$ cat src/rtl/forex_sched.sv
// forex_sched: owns the adjmat/vertmat ports around the Bellman-Ford engine.
// Buffers price-edge updates in a small FIFO and drains them into adjmat
// while the engine is idle. Launches a Bellman pass on host request, hands
// the memories to the engine until bellman_done, then presents the result.
// Optional feature macro: SCHED_TIMEOUT_EN adds a RUN watchdog that drives
// timeout_err; without it timeout_err is constant 0.
module forex_sched #(
   parameter int FIFO_DEPTH     = 8,
   parameter int TIMEOUT_CYCLES = 65536,
   parameter int PRED_WIDTH     = 3,
   parameter int WEIGHT_WIDTH   = 15
) (
   input  logic                    clk,
   input  logic                    reset,
   input  logic                    upd_valid,
   output logic                    upd_ready,
   input  logic [PRED_WIDTH:0]     upd_row,
   input  logic [PRED_WIDTH:0]     upd_col,
   input  logic [WEIGHT_WIDTH:0]   upd_weight,
   input  logic                    run_req,
   input  logic [PRED_WIDTH:0]     run_src,
   output logic                    adj_we,
   output logic [PRED_WIDTH:0]     adj_wr_row,
   output logic [PRED_WIDTH:0]     adj_wr_col,
   output logic [WEIGHT_WIDTH:0]   adj_wr_data,
   output logic                    mem_owner,
   output logic                    bellman_reset,
   output logic [PRED_WIDTH:0]     bellman_src,
   input  logic                    bellman_done,
   output logic                    res_valid,
   input  logic                    res_ack,
   output logic                    busy,
   output logic                    timeout_err
);

   localparam int PTR_W = $clog2(FIFO_DEPTH);
   localparam int CNT_W = PTR_W + 1;

   typedef enum logic [2:0] {
      S_IDLE,
      S_DRAIN,
      S_START,
      S_RUN,
      S_REPORT
   } state_t;

   state_t state;
   state_t next_state;

   logic [PRED_WIDTH:0]   row_mem [FIFO_DEPTH];
   logic [PRED_WIDTH:0]   col_mem [FIFO_DEPTH];
   logic [WEIGHT_WIDTH:0] wt_mem  [FIFO_DEPTH];

   logic [PTR_W-1:0] wr_ptr;
   logic [PTR_W-1:0] rd_ptr;
   logic [CNT_W-1:0] count;
   logic [CNT_W-1:0] count_next;
   logic [CNT_W-1:0] drain_cnt;
   logic             full;
   logic             empty;
   logic             push;
   logic             pop;
   logic             run_pend;
   logic [PRED_WIDTH:0] src_q;
   logic             timeout_hit;

   assign full      = (count == CNT_W'(FIFO_DEPTH));
   assign empty     = (count == '0);
   assign upd_ready = !full;
   assign push      = upd_valid && !full;
   assign pop       = (state == S_DRAIN) && !empty;

   assign adj_wr_row  = adj_we ? row_mem[rd_ptr] : '0;
   assign adj_wr_col  = adj_we ? col_mem[rd_ptr] : '0;
   assign adj_wr_data = adj_we ? wt_mem[rd_ptr]  : '0;
   assign bellman_src = src_q;

   // FIFO storage: written on every accepted update, never reset
   always_ff @(posedge clk) begin
      if (push) begin
         row_mem[wr_ptr] <= upd_row;
         col_mem[wr_ptr] <= upd_col;
         wt_mem[wr_ptr]  <= upd_weight;
      end
   end

   // Occupancy after this cycle's push/pop, used to leave DRAIN once empty
   always_comb begin
      count_next = count;
      case ({push, pop})
         2'b10:   count_next = count + CNT_W'(1);
         2'b01:   count_next = count - CNT_W'(1);
         default: count_next = count;
      endcase
   end

   // FIFO pointers wrap naturally because the depth is a power of two
   always_ff @(posedge clk) begin
      if (reset) begin
         wr_ptr <= '0;
         rd_ptr <= '0;
         count  <= '0;
      end else begin
         if (push) wr_ptr <= wr_ptr + PTR_W'(1);
         if (pop)  rd_ptr <= rd_ptr + PTR_W'(1);
         count <= count_next;
      end
   end

   // Writes made in the current DRAIN visit, saturating so a late run request
   // still gets through after the next write
   always_ff @(posedge clk) begin
      if (reset || state != S_DRAIN) begin
         drain_cnt <= '0;
      end else if (pop && drain_cnt != CNT_W'(FIFO_DEPTH)) begin
         drain_cnt <= drain_cnt + CNT_W'(1);
      end
   end

   // Pending run request; a new request wins over the clear on START entry
   always_ff @(posedge clk) begin
      if (reset) begin
         run_pend <= 1'b0;
         src_q    <= '0;
      end else begin
         if (next_state == S_START && state != S_START) run_pend <= 1'b0;
         if (run_req) begin
            run_pend <= 1'b1;
            src_q    <= run_src;
         end
      end
   end

`ifdef SCHED_TIMEOUT_EN
   localparam int TO_W = $clog2(TIMEOUT_CYCLES) + 1;

   logic [TO_W-1:0] run_cnt;
   logic            timeout_q;

   assign timeout_hit = (state == S_RUN) && !bellman_done &&
                        (run_cnt == TO_W'(TIMEOUT_CYCLES - 1));
   assign timeout_err = timeout_q;

   // Cycles spent in the current RUN visit
   always_ff @(posedge clk) begin
      if (reset || state != S_RUN) run_cnt <= '0;
      else                         run_cnt <= run_cnt + TO_W'(1);
   end

   // Sticky watchdog flag, cleared when the next pass starts
   always_ff @(posedge clk) begin
      if (reset)                                           timeout_q <= 1'b0;
      else if (next_state == S_START && state != S_START)  timeout_q <= 1'b0;
      else if (timeout_hit)                                timeout_q <= 1'b1;
   end
`else
   assign timeout_hit = 1'b0;
   // Constant 0; expressed against the limit so the parameter stays referenced
   assign timeout_err = (TIMEOUT_CYCLES < 0);
`endif

   // State register
   always_ff @(posedge clk) begin
      if (reset) state <= S_IDLE;
      else       state <= next_state;
   end

   // Next-state logic: draining has priority in IDLE, bounded by anti-starvation
   always_comb begin
      next_state = state;
      case (state)
         S_IDLE: begin
            if (!empty)        next_state = S_DRAIN;
            else if (run_pend) next_state = S_START;
         end
         S_DRAIN: begin
            if (run_pend && drain_cnt >= CNT_W'(FIFO_DEPTH - 1)) next_state = S_START;
            else if (count_next == '0)                           next_state = S_IDLE;
         end
         S_START:  next_state = S_RUN;
         S_RUN: begin
            if (bellman_done)     next_state = S_REPORT;
            else if (timeout_hit) next_state = S_IDLE;
         end
         S_REPORT: begin
            if (res_ack) next_state = S_IDLE;
         end
         default:  next_state = S_IDLE;
      endcase
   end

   // Per-state outputs
   always_comb begin
      adj_we        = 1'b0;
      mem_owner     = 1'b0;
      bellman_reset = 1'b0;
      res_valid     = 1'b0;
      busy          = (state != S_IDLE);
      case (state)
         S_DRAIN:  adj_we = pop;
         S_START: begin
            mem_owner     = 1'b1;
            bellman_reset = 1'b1;
         end
         S_RUN:    mem_owner = 1'b1;
         S_REPORT: res_valid = 1'b1;
         default: begin
            adj_we = 1'b0;
         end
      endcase
   end

endmodule

$ cat config.mk
export PLATFORM = sky130hd
export DESIGN_NAME = forex_sched
export DESIGN_NICKNAME = d
export VERILOG_FILES = /design/src/rtl/forex_sched.sv
export SDC_FILE = /design/constraint.sdc
export NUM_CORES = 1
export LEC_CHECK = 0
export CORE_UTILIZATION = 57
export CTS_CLUSTER_DIAMETER = 100
export DETAILED_ROUTE_END_ITERATION = 6
export DONT_BUFFER_PORTS = 1
export PLACE_DENSITY = 0.82
export SETUP_SLACK_MARGIN = 0.5
export SLEW_MARGIN = 0
export SYNTH_ARGS = -nofsm -noshare
export SYNTH_HDL_FRONTEND = slang
export SYNTH_SLANG_ARGS = --single-unit
$ cat constraint.sdc
create_clock -name clk -period 4.2 [get_ports clk]
set_input_delay 1.05 -clock clk [delete_from_list [all_inputs] [get_ports clk]]
set_output_delay 1.05 -clock clk [all_outputs]
set_load 0.005 [all_outputs]
# == After elaboration in Yosys (flattened, before gate mapping) ==
# Memories as Yosys holds them, arrays and structs flattened. A register that Yosys moved wholly into a read port is not among the register bits.
# Index checks and enable logic that the tools add are counted.
# classes
eq_ne,11
order_cmp,1
reduce_logical,14
addsub,5
n_mux,25
# ops
cell,n
3-bit 2-to-1 mux,12
16-bit 2-to-1 mux,1
3-bit case mux with 5 select lines,1
3-bit by 2-bit == test with 1-bit output (second input constant),3
4-bit by 1-bit adder with 4-bit output (second input constant),2
4-bit logical NOT,2
1-bit 2-to-1 mux,8
4-bit 2-to-1 mux,2
4-bit case mux with 2 select lines,1
3-bit by 1-bit adder with 3-bit output (second input constant),2
1-bit logical AND,5
4-bit == test (second input constant),1
4-bit by 3-bit >= comparator with 1-bit output (second input constant),1
4-bit != test (second input constant),1
4-bit by 1-bit subtractor with 4-bit output (second input constant),1
3-bit by 1-bit == test with 1-bit output (second input constant),1
3-bit == test (second input constant),1
3-bit logical NOT,1
3-bit by 1-bit != test with 1-bit output (second input constant),1
3-bit by 2-bit != test with 1-bit output (second input constant),1
3-bit nonzero test,1
2-bit by 1-bit == test with 1-bit output (second input constant),1
2-bit == test (second input constant),1
1-bit logical NOT,2
other kinds (3),3
# word_totals
ram_bits,192
reg_bits,22
mem_count,3
inputBits,34
elab_cells,66
# mem_list
name,words,width,read_ports,rd_clocked_by_memory_dff,wr,line_no,source
wt_mem,8,16,1,1,1,52,logic [WEIGHT_WIDTH:0] wt_mem [FIFO_DEPTH];
col_mem,8,4,1,1,1,51,logic [PRED_WIDTH:0] col_mem [FIFO_DEPTH];
row_mem,8,4,1,1,1,50,logic [PRED_WIDTH:0] row_mem [FIFO_DEPTH];

# == Logic depth before layout (Yosys ltp) ==
# logic_depth
word_depth,13
depth_mapped,12
ltp_nobuf,9

# == Worst setup path before layout ==
# Ideal clock, no wire load.
# synth_timing
kind,input-to-reg
from,input upd_valid
to,memory col_mem[0][0] (netlist bit) (enable)
path_stages,2
setup_time_ps,466
t_arrival_ps,3519
required_ps,3734
setup_slack_ps,215
path_cell_list,nand2_1 > nor4_1
# synth_via
elab_chain_len,3
# synth_rtl
element,line_no,source
"start, declared",15,"input logic upd_valid,"
1-bit logical AND,70,assign push = upd_valid && !full;
1-bit 2-to-1 mux,80,if (push) begin
1-bit 2-to-1 mux (not written as such),82,col_mem[wr_ptr] <= upd_col;
"end, declared",51,
# Every way passes these cells.

==> results.cfg <==
[setup_path]
critPathRequiredTime_ns = 3.15
slowest_delay_ns = 0.80
cp_top_family = flip-flops
critPathCaptureType = output pin
crit_buf_inv = 1
worstPathCellList = buf_4 -> mux4_2 -> mux2i_1 -> nor2_1
crit_type = flop to output pin
worstPathArrival_ns = 2.45
critical_path.max_fanout = 35
slowest_stage = dfxtp_4
start_kind = flop

[power]
p_int_mw = 3.76
seq_power_share = 0.517
netSwitchingPower_mw = 1.24
max-vdd-ir-drop_mv = 0.398
pwr-share-clk = 0.350
total_power_mw = 5.00
switching_share = 0.248
power_density_nw_per_um2 = 526
power.leakage_nw = 3.00
combPwrFrac = 0.133

[sta]
timing.hold.ws_ns = 0.515
finalHoldViolations = 0
min_period_ns = 3.50
fin_skew_ns = 0.0289
relSlewSlack = 0.383
fin_crit_sh = 0.834
worstMarginPinSlew_ns = 0.924
fin_ws_ns = 0.699
drv_slew = 0
rsz0062_at_grt = no
setup_viol_count_final = 0
tns_ns = 0
max_freq_mhz = 286

[final_layout]
antenna_cells = 0
drive_above_1_share = 0.217
area_growth_pct = 10.8
stdcell_area_sq_um = 9510
nNetsFinal = 518

[clocking]
cts_tree = done
cts_buffers = 22
htree_levels = 1
clk_pin_slew_ns = 0.06
cts_resized = 1
root_buffer = clkbuf_16
clock_sink_count = 217
cts_setup_buffers = 0
holdBufCountCts = 0
clk_latency_ns = 0.53
clockBufferDepth = 3

[placement]
placement.cell_area_sq_um = 8860
place_congestion = 0.761
dp_hpwl_mm = 9.49
pre_cts_ws_ns = 0.879
io_buffers = 0

[floorplanning]
fp.dieW_um = 125
rows = 44
coreArea_sq_um = 14600
start_util = 0.588
dieArea_sq_um = 15500
die_h_um = 125
io_pins = 69

[synth]
synth-seq-cells = 217
yosys_warnings = 0
netlist.area_leader.share = 0.672
synth-edff-count = 192
synth_flop_cell = edfxtp_1
synthCells = 464
synth_largest_area_cell = edfxtp_1
yosysMostFrequentCell = edfxtp_1
syn_area_sq_um = 8580
synth.avg_cell_area_sq_um = 18.5
netlist_top_cells_area = edfxtp_1, mux4_2, dfxtp_1
ys_async_sr_fraction = 0
synth.distinct_cells = 45
ys_seq_area_frac = 0.730
syn_nets = 504
synth_common_cells = edfxtp_1, nor2_1, mux4_2

[global_route]
grt_pass1_vias = 4450
grt_first_pass_wirelength_mm = 25.7
gr-total-overflow = 0
antenna_found_initial = 0
grt_usage = 0.220
grt_max_degree = 36

[route]
totalWireLength_mm = 16.5
firstDrtPassIters = 4
dr_total_vias = 4192
drtAntennaViolNets = 0
viasPerCell = 6.20
drc = 0
drt_iter0_drc = 347
routedWlPerCell_um = 24.5

[hold_path]
min_path_type = flop to flop

[run]
maxCapViolCount = 0

[status]
status = completed
[layout by cell type, fill, tap and decap left out, drive strengths merged, types with 8 or more instances in the layout]
cell,n
clkbuf,28
mux4,48
a21oi,8
mux2i,30
dfxtp,25
clkinv,9
edfxtp,192
buf,14
nor2,53
nand2,12
xor2,8
inv,9
[worst paths after layout]
kind / startpoint / to / slack (ns) / cells after the start
worst max register to register: count[0] / state[0] / 1.13 / 9
worst min-delay path: drain_cnt[1] / drain_cnt[1] / 0.52 / 2
worst min register to register: drain_cnt[1] / drain_cnt[1] / 0.52 / 2
worst max-delay path: flop / adj_wr_data[12] / 0.70 / 4
[tightest hold or removal path, cell delays in order, from the launching register on]
cell	delay, ns
dfxtp_1	0.33
nand2_1	0.07
a21oi_1	0.06
[routing by layer]
metal | share of wire | track usage | up-vias | wire length, um
met5 | 0 | 0 | - | 0
met3 | 0.078 | 0.0515 | 30 | 1290
li1 | - | - | 1851 | -
met4 | 0.022 | 0.0751 | 0 | 360
met1 | 0.38 | 0.282 | 2152 | 6320
met2 | 0.52 | 0.372 | 159 | 8560
[registers in the layout, indices dropped and copies added, names as in the netlist, named ones only]
name	flops
row_mem	32
state	3
count	4
col_mem	32
wt_mem	128
run_pend	1
bellman_src	4
drain_cnt	4
rd_ptr	3
wr_ptr	3
[through the flow]
| stage | cells | utilization |
|---|---|---|
| 2_1_floorplan | 464 | - |
| 3_3_place_gp | 638 | 0.607 |
| 3_5_place_dp | 638 | 0.607 |
| 4_1_cts | 676 | 0.652 |
| 5_1_grt | 676 | 0.652 |
| 6_report | 676 | 0.652 |
[logic make-up (layout without fill, tap and decap cells)]
family,Yosys count,count (layout),share of synthesized area
AND/OR/NAND/NOR,96,96,0.0516
AO/OA/AOI/OAI,23,23,0.0203
adder cells (fa/ha/maj),6,6,0.00875
multiplexers,78,78,0.161
flip-flops,217,217,0.730
buffers and inverters,33,61,0.0172
XOR/XNOR,10,10,0.0102
other,1,1,0.000437
[power groups by stage]
| stage | clock network (mW) | logic [mW] | registers [mW] |
|---|---|---|---|
| 2_1_floorplan | 0 | 0.607 | 2.54 |
| 3_3_place_gp | 0 | 0.637 | 2.62 |
| 3_5_place_dp | 0 | 0.664 | 2.63 |
| 4_1_cts | 1.79 | 0.673 | 2.59 |
| 5_1_grt | 1.86 | 0.723 | 2.60 |
| 6_report | 1.75 | 0.664 | 2.59 |
[final cells by class]
class / instances / area (sq um)
multi-input cells: 214 / 2210
repair buffers: 14 / 118
clock buffers: 28 / 573
clock inverters: 10 / 71.3
inverters: 9 / 33.8
well taps: 184 / 230
fillers: 899 / 5080
flip-flops and latches: 217 / 6270
Note: power is estimated with default switching activity, not from simulation.
